## src/rtl/memwb_pipe_reg_if.sv

```systemverilog
// MEM->WB pipeline register bus: M-stage request side, W-stage result side and the stall/flush controls.
// The master drives M fields plus En/Flush; the slave (the pipeline register) returns W fields.
interface memwb_pipe_reg_if #(
  parameter int DATA_W = 32,
  parameter int REG_W  = 5,
  parameter int CNT_W  = 32
);
  logic              En;
  logic              Flush;
  logic              ValidM;
  logic [DATA_W-1:0] ReadDataM;
  logic [DATA_W-1:0] ALUOutM;
  logic [DATA_W-1:0] PCPlus8M;
  logic [REG_W-1:0]  WriteRegM;
  logic              RegWriteM;
  logic [1:0]        MemtoRegM;

  logic              ValidW;
  logic [DATA_W-1:0] ReadDataW;
  logic [DATA_W-1:0] ALUOutW;
  logic [DATA_W-1:0] PCPlus8W;
  logic [REG_W-1:0]  WriteRegW;
  logic [1:0]        MemtoRegW;
  logic              RegWriteW;
  logic [DATA_W-1:0] ResultW;
  logic [CNT_W-1:0]  RetireCnt;

  modport master (
    output En, Flush, ValidM, ReadDataM, ALUOutM, PCPlus8M, WriteRegM, RegWriteM, MemtoRegM,
    input  ValidW, ReadDataW, ALUOutW, PCPlus8W, WriteRegW, MemtoRegW, RegWriteW, ResultW, RetireCnt
  );

  modport slave (
    input  En, Flush, ValidM, ReadDataM, ALUOutM, PCPlus8M, WriteRegM, RegWriteM, MemtoRegM,
    output ValidW, ReadDataW, ALUOutW, PCPlus8W, WriteRegW, MemtoRegW, RegWriteW, ResultW, RetireCnt
  );
endinterface

```

## src/rtl/memwb_pipe_reg.sv

```systemverilog
// MEM->WB register chain of DEPTH stages; latency DEPTH edges with En=1.
// En=0 holds every stage (no loss or duplication); Flush turns stage 1 into a bubble.
module memwb_pipe_reg #(
  parameter int DATA_W = 32,
  parameter int REG_W  = 5,
  parameter int DEPTH  = 1,
  parameter int CNT_W  = 32
) (
  input  logic             Clk,
  input  logic             Reset,
  memwb_pipe_reg_if.slave  bus
);

  generate
    if (DEPTH < 1 || DEPTH > 4) begin : gDepthCheck
      $error("memwb_pipe_reg: DEPTH must be in 1..4");
    end
  endgenerate

  typedef struct packed {
    logic              valid;
    logic [DATA_W-1:0] readData;
    logic [DATA_W-1:0] aluOut;
    logic [DATA_W-1:0] pcPlus8;
    logic [REG_W-1:0]  writeReg;
    logic              regWrite;
    logic [1:0]        memtoReg;
  } stage_t;

  stage_t           stg [DEPTH];
  stage_t           mIn;
  stage_t           wSt;
  logic [CNT_W-1:0] retireCnt;

  always_comb begin
    mIn          = '0;
    mIn.valid    = bus.ValidM;
    mIn.readData = bus.ReadDataM;
    mIn.aluOut   = bus.ALUOutM;
    mIn.pcPlus8  = bus.PCPlus8M;
    mIn.writeReg = bus.WriteRegM;
    mIn.regWrite = bus.RegWriteM;
    mIn.memtoReg = bus.MemtoRegM;
  end

  // Stage 1 takes flush priority over stall; later stages only care about En.
  always_ff @(posedge Clk) begin
    if (Reset) begin
      for (int k = 0; k < DEPTH; k++) stg[k] <= '0;
      retireCnt <= '0;
    end else begin
      if (bus.Flush)   stg[0] <= '0;
      else if (bus.En) stg[0] <= mIn;
      for (int k = 1; k < DEPTH; k++) begin
        if (bus.En) stg[k] <= stg[k-1];
      end
      if (bus.En && stg[DEPTH-1].valid) retireCnt <= retireCnt + CNT_W'(1);
    end
  end

  assign wSt = stg[DEPTH-1];

  assign bus.ValidW    = wSt.valid;
  assign bus.ReadDataW = wSt.readData;
  assign bus.ALUOutW   = wSt.aluOut;
  assign bus.PCPlus8W  = wSt.pcPlus8;
  assign bus.WriteRegW = wSt.writeReg;
  assign bus.MemtoRegW = wSt.memtoReg;
  assign bus.RetireCnt = retireCnt;

  // Bubbles and writes to $0 must never reach the register file.
  assign bus.RegWriteW = wSt.regWrite & wSt.valid & (wSt.writeReg != '0);

  always_comb begin
    bus.ResultW = '0;
    case (wSt.memtoReg)
      2'd0:    bus.ResultW = wSt.aluOut;
      2'd1:    bus.ResultW = wSt.readData;
      2'd2:    bus.ResultW = wSt.pcPlus8;
      default: bus.ResultW = '0;
    endcase
  end

endmodule

```

## src/flat_wrapper.sv

```systemverilog
// flat-port wrapper written by rule: the top's interface ports become plain ports
module memwb_pipe_reg_flat 
#(
  parameter int DATA_W = 32,
  parameter int REG_W  = 5,
  parameter int DEPTH  = 1,
  parameter int CNT_W  = 32
)
  (Clk, Reset, bus_En, bus_Flush, bus_ValidM, bus_ReadDataM, bus_ALUOutM, bus_PCPlus8M, bus_WriteRegM, bus_RegWriteM, bus_MemtoRegM, bus_ValidW, bus_ReadDataW, bus_ALUOutW, bus_PCPlus8W, bus_WriteRegW, bus_MemtoRegW, bus_RegWriteW, bus_ResultW, bus_RetireCnt);
  memwb_pipe_reg_if #(.DATA_W(DATA_W), .REG_W(REG_W), .CNT_W(CNT_W)) bus_i ();
  input  logic Clk;
  input  logic Reset;
  input wire logic [$bits(bus_i.En)-1:0] bus_En;
  input wire logic [$bits(bus_i.Flush)-1:0] bus_Flush;
  input wire logic [$bits(bus_i.ValidM)-1:0] bus_ValidM;
  input wire logic [$bits(bus_i.ReadDataM)-1:0] bus_ReadDataM;
  input wire logic [$bits(bus_i.ALUOutM)-1:0] bus_ALUOutM;
  input wire logic [$bits(bus_i.PCPlus8M)-1:0] bus_PCPlus8M;
  input wire logic [$bits(bus_i.WriteRegM)-1:0] bus_WriteRegM;
  input wire logic [$bits(bus_i.RegWriteM)-1:0] bus_RegWriteM;
  input wire logic [$bits(bus_i.MemtoRegM)-1:0] bus_MemtoRegM;
  output wire logic [$bits(bus_i.ValidW)-1:0] bus_ValidW;
  output wire logic [$bits(bus_i.ReadDataW)-1:0] bus_ReadDataW;
  output wire logic [$bits(bus_i.ALUOutW)-1:0] bus_ALUOutW;
  output wire logic [$bits(bus_i.PCPlus8W)-1:0] bus_PCPlus8W;
  output wire logic [$bits(bus_i.WriteRegW)-1:0] bus_WriteRegW;
  output wire logic [$bits(bus_i.MemtoRegW)-1:0] bus_MemtoRegW;
  output wire logic [$bits(bus_i.RegWriteW)-1:0] bus_RegWriteW;
  output wire logic [$bits(bus_i.ResultW)-1:0] bus_ResultW;
  output wire logic [$bits(bus_i.RetireCnt)-1:0] bus_RetireCnt;
  assign bus_i.En = bus_En;
  assign bus_i.Flush = bus_Flush;
  assign bus_i.ValidM = bus_ValidM;
  assign bus_i.ReadDataM = bus_ReadDataM;
  assign bus_i.ALUOutM = bus_ALUOutM;
  assign bus_i.PCPlus8M = bus_PCPlus8M;
  assign bus_i.WriteRegM = bus_WriteRegM;
  assign bus_i.RegWriteM = bus_RegWriteM;
  assign bus_i.MemtoRegM = bus_MemtoRegM;
  assign bus_ValidW = bus_i.ValidW;
  assign bus_ReadDataW = bus_i.ReadDataW;
  assign bus_ALUOutW = bus_i.ALUOutW;
  assign bus_PCPlus8W = bus_i.PCPlus8W;
  assign bus_WriteRegW = bus_i.WriteRegW;
  assign bus_MemtoRegW = bus_i.MemtoRegW;
  assign bus_RegWriteW = bus_i.RegWriteW;
  assign bus_ResultW = bus_i.ResultW;
  assign bus_RetireCnt = bus_i.RetireCnt;
  memwb_pipe_reg #(.DATA_W(DATA_W), .REG_W(REG_W), .DEPTH(DEPTH), .CNT_W(CNT_W)) u_core (.Clk(Clk), .Reset(Reset), .bus(bus_i));
endmodule
```

## config.mk

```make
export PLATFORM = sky130hd
export DESIGN_NAME = memwb_pipe_reg_flat
export DESIGN_NICKNAME = d
export VERILOG_FILES = /design/src/rtl/memwb_pipe_reg_if.sv /design/src/rtl/memwb_pipe_reg.sv /design/src/flat_wrapper.sv
export SDC_FILE = /design/constraint.sdc
export NUM_CORES = 1
export LEC_CHECK = 0
export CAP_MARGIN = 30
export CORE_ASPECT_RATIO = 1.5
export CORE_MARGIN = 1
export CORE_UTILIZATION = 43
export DETAILED_ROUTE_END_ITERATION = 12
export PLACE_DENSITY_LB_ADDON = 0.08
export SLEW_MARGIN = 15
export SYNTH_ARGS = -nofsm -noshare
export SYNTH_HDL_FRONTEND = slang
export SYNTH_SLANG_ARGS = --single-unit
```

## constraint.sdc

```tcl
create_clock -name Clk -period 3.86 [get_ports Clk]
set_input_delay 0.579 -clock Clk [delete_from_list [all_inputs] [get_ports Clk]]
set_output_delay 0.579 -clock Clk [all_outputs]
set_load 0.05 [all_outputs]
```

==> impl_metrics.py <==
metrics = {
    "run_status": {
        "status": "completed",
    },
    "place": {
        "portBuffers": 277,
        "hpwl_mm": 12.3,
        "gp_congestion": 0.853,
    },
    "clock_network": {
        "cts_tree": "built",
        "ctsHoldBuffers": 0,
        "clock_latency_ns": 0.41,
        "post_cts_buffers": 0,
        "clk_transition_reported_paths_ns": 0.06,
        "cts_buffers": 17,
        "ctsLongestPathBuffers": 2,
        "cts_sinks": 137,
        "cts.htree.levels": 4,
        "cts-root-buf": "clkbuf_16",
        "cts_resized": 0,
    },
    "floorplanning": {
        "pin_count": 278,
        "dieArea_um2": 16400,
        "die_y_um": 156,
        "die_x_um": 105,
        "initial_core_util_pct": 43.8,
        "num_rows": 56,
        "coreArea_um2": 15600,
    },
    "worst_setup_path": {
        "r2r-end": "u_core.bus.RetireCnt[20]$_SDFFE_PP0P_",
        "crit_end": "bus_MemtoRegW[0]",
        "startpoint_type": "register",
        "worst-path-max-fanout": 33,
        "ff2ff_path_depth": 5,
        "crit_path_start": "u_core.stg[0][0]$_SDFFCE_PN0P_",
        "r2r-start": "u_core.bus.RetireCnt[0]$_SDFFE_PP0P_",
        "end_kind": "output port",
        "crit_arrival_ns": 2.31,
        "worstPathRequired_ns": 3.28,
        "reg2reg_slack_ns": 1.66,
        "path_class": "register to output port",
    },
    "yosys": {
        "synth-edff-count": 105,
        "synth.ff_latch_count": 137,
        "synth_commonest_cells": "and2_1 (105), edfxtp_1 (105), buf_4 (103)",
        "synthFlopType": "edfxtp_1",
        "yosys.area.top_type": "edfxtp_1",
        "synth_top_cell_area_share_pct": 46.3,
        "syn_area_um2": 6820,
        "synth_area_leaders": "edfxtp_1 (46%), buf_4 (11%), and2_1 (9.6%)",
        "yosysSeqAreaShare_pct": 55.7,
        "ys_warn_count": 0,
        "syn_avg_cell_area_um2": 11.1,
        "synth.distinct_cells": 35,
        "syn_nets": 722,
        "syn_inst": 612,
        "async_reset_ff_share_pct": 0,
    },
    "power": {
        "pwr-share-seq_pct": 42.4,
        "swShare_pct": 29.1,
        "p_int_w": 0.00284,
        "pwr-share-comb_pct": 19.6,
        "p_per_area_nw_per_um2": 422,
        "p_leak_nw": 3.47,
        "p_total_w": 0.00400,
        "irDropWorstVdd_mv": 0.275,
        "p_switching_w": 0.00116,
        "pwr-share-clk_pct": 38.0,
    },
    "timing": {
        "setup_viol_count_final": 0,
        "fin_crit_sh_pct": 74.8,
        "slew_viol_final": 0,
        "max_freq_ghz": 0.346,
        "period_minus_slack_ns": 2.89,
        "worstMarginPinSlew_ns": 0.879,
        "fin_worst_skew_ns": 0.00949,
        "hold_ws_ns": 0.496,
        "fin_tns_setup_ns": 0,
        "relSlewSlack_pct": 41.3,
        "rsz0062_at_grt": "false",
        "final_hold_viol_count": 0,
    },
    "routing": {
        "wl_per_cell_um": 17.6,
        "ant_nets": 0,
        "drc": 0,
        "drt_pass1_iterations": 4,
        "viasPerCell": 4.97,
        "vias": 4948,
        "drtIter0Drc": 182,
        "routed_wl_mm": 17.5,
    },
    "layout": {
        "register_area_um2": 3790,
        "fin_nets": 888,
        "postLayoutCoreUtil_pct": 61.0,
        "area_growth_pct": 39.3,
        "multi_input_area_um2": 2120,
        "drive_gt1_share_pct": 9.36,
        "nFillCells": 1330,
    },
    "grt": {
        "grt_pass1_vias": 4948,
        "antenna_found_initial": 1,
        "grt_usage_pct": 21.5,
        "grt_pass1_wl_mm": 26.8,
        "grt_max_degree": 106,
        "gr-total-overflow": 0,
    },
    "flow_run": {
        "max_cap_viol_count": 0,
    },
    "hold_path": {
        "hp-class": "register to register",
    },
}
==> cell usage in the layout, fill, tap and decap left out, drive strengths merged <==
cell | netlist | routed
a21oi | 22 | 22
and2 | 105 | 105
and3 | 1 | 1
and4 | 5 | 5
buf | 105 | 37
bufinv | 0 | 1
clkbuf | 30 | 19
clkdlybuf4s50 | 0 | 245
clkinv | 0 | 4
clkinvlp | 0 | 2
dfxtp | 32 | 32
diode | 0 | 1
edfxtp | 105 | 105
ha | 1 | 1
inv | 4 | 10
mux2i | 32 | 32
nand2 | 44 | 44
nand2b | 1 | 1
nand3 | 8 | 8
nand4 | 9 | 9
nand4bb | 1 | 1
nor2 | 10 | 10
nor2b | 1 | 1
nor3 | 2 | 2
nor3b | 1 | 1
nor4 | 1 | 1
nor4b | 1 | 1
o21ai | 41 | 41
o311a | 1 | 1
o31ai | 12 | 12
or2 | 2 | 2
or3 | 11 | 11
or4 | 13 | 13
or4b | 1 | 1
xnor2 | 5 | 5
xor2 | 5 | 5
==> flip-flops by register name, indices dropped and copies added, names as in the netlist <==
name / cells
u_core.stg: 105
u_core.bus.RetireCnt: 32
==> worst min-delay path by stage <==
stage                                          startpoint                                    end  cells after the start
finish               u_core.bus.RetireCnt[1]$_SDFFE_PP0P_   u_core.bus.RetireCnt[1]$_SDFFE_PP0P_                      2
global route         u_core.bus.RetireCnt[1]$_SDFFE_PP0P_   u_core.bus.RetireCnt[1]$_SDFFE_PP0P_                      2
detailed placement  u_core.bus.RetireCnt[11]$_SDFFE_PP0P_  u_core.bus.RetireCnt[11]$_SDFFE_PP0P_                      2
floorplan            u_core.bus.RetireCnt[1]$_SDFFE_PP0P_   u_core.bus.RetireCnt[1]$_SDFFE_PP0P_                      2
global placement     u_core.bus.RetireCnt[1]$_SDFFE_PP0P_   u_core.bus.RetireCnt[1]$_SDFFE_PP0P_                      2
CTS                  u_core.bus.RetireCnt[1]$_SDFFE_PP0P_   u_core.bus.RetireCnt[1]$_SDFFE_PP0P_                      2
==> metal layers <==
metal	GRT usage (%)	routed length, um	up-vias	share of wire, %
li1	-	-	2372	-
met1	22.4	6440	2342	37
met2	38.7	9280	197	53
met3	6.43	1190	37	6.8
met4	11.5	617	0	3.5
met5	0	0	-	0
==> per-stage QoR <==
step	cell area [um^2]	cells	setup slack (ns)
after floorplan	6820	612	0.294
after global placement	8940	962	1.10
after detailed placement	8940	962	1.04
after CTS	9490	994	0.942
after global routing	9500	995	0.769
final	9500	995	0.973
==> logic make-up (layout without fill, tap and decap cells) <==
| kind of cell | after synthesis | count (layout) | share of synthesized area, % |
|---|---|---|---|
| DFF | 137 | 137 | 55.7 |
| xor gates and xnor gates | 10 | 10 | 1.29 |
| other | 0 | 1 | 0 |
| adders and majority gates | 1 | 1 | 0.184 |
| and+or+nand+nor | 217 | 217 | 18.6 |
| muxes | 32 | 32 | 4.70 |
| AOI/OAI and AO/OA | 76 | 76 | 6.10 |
| buffers and inverters | 139 | 318 | 13.4 |
==> power by group through the flow <==
stage | Sequential (W) | Combinational (W) | Clock, W
finish | 0.00170 | 0.000783 | 0.00152
global route | 0.00171 | 0.000813 | 0.00163
CTS | 0.00170 | 0.000790 | 0.00156
detailed placement | 0.00173 | 0.000788 | 0
global placement | 0.00172 | 0.000785 | 0
floorplan | 0.00172 | 0.000549 | 0
==> final cells by class <==
type	instances	area share, %
inverters	4	0.158
clock inverters	13	1.25
clock buffers	19	4.56
diodes	1	0.0264
repair buffers	282	29.0
multi-input cells	336	22.4
flip-flops and latches	137	40.0
well taps	203	2.67
==> critical path, cell delays in order, from the launching register on <==
cell,delay (ns)
edfxtp_1,0.39
buf_4,0.57
clkdlybuf4s50_1,0.93
Note: power is estimated with default switching activity, not from simulation.
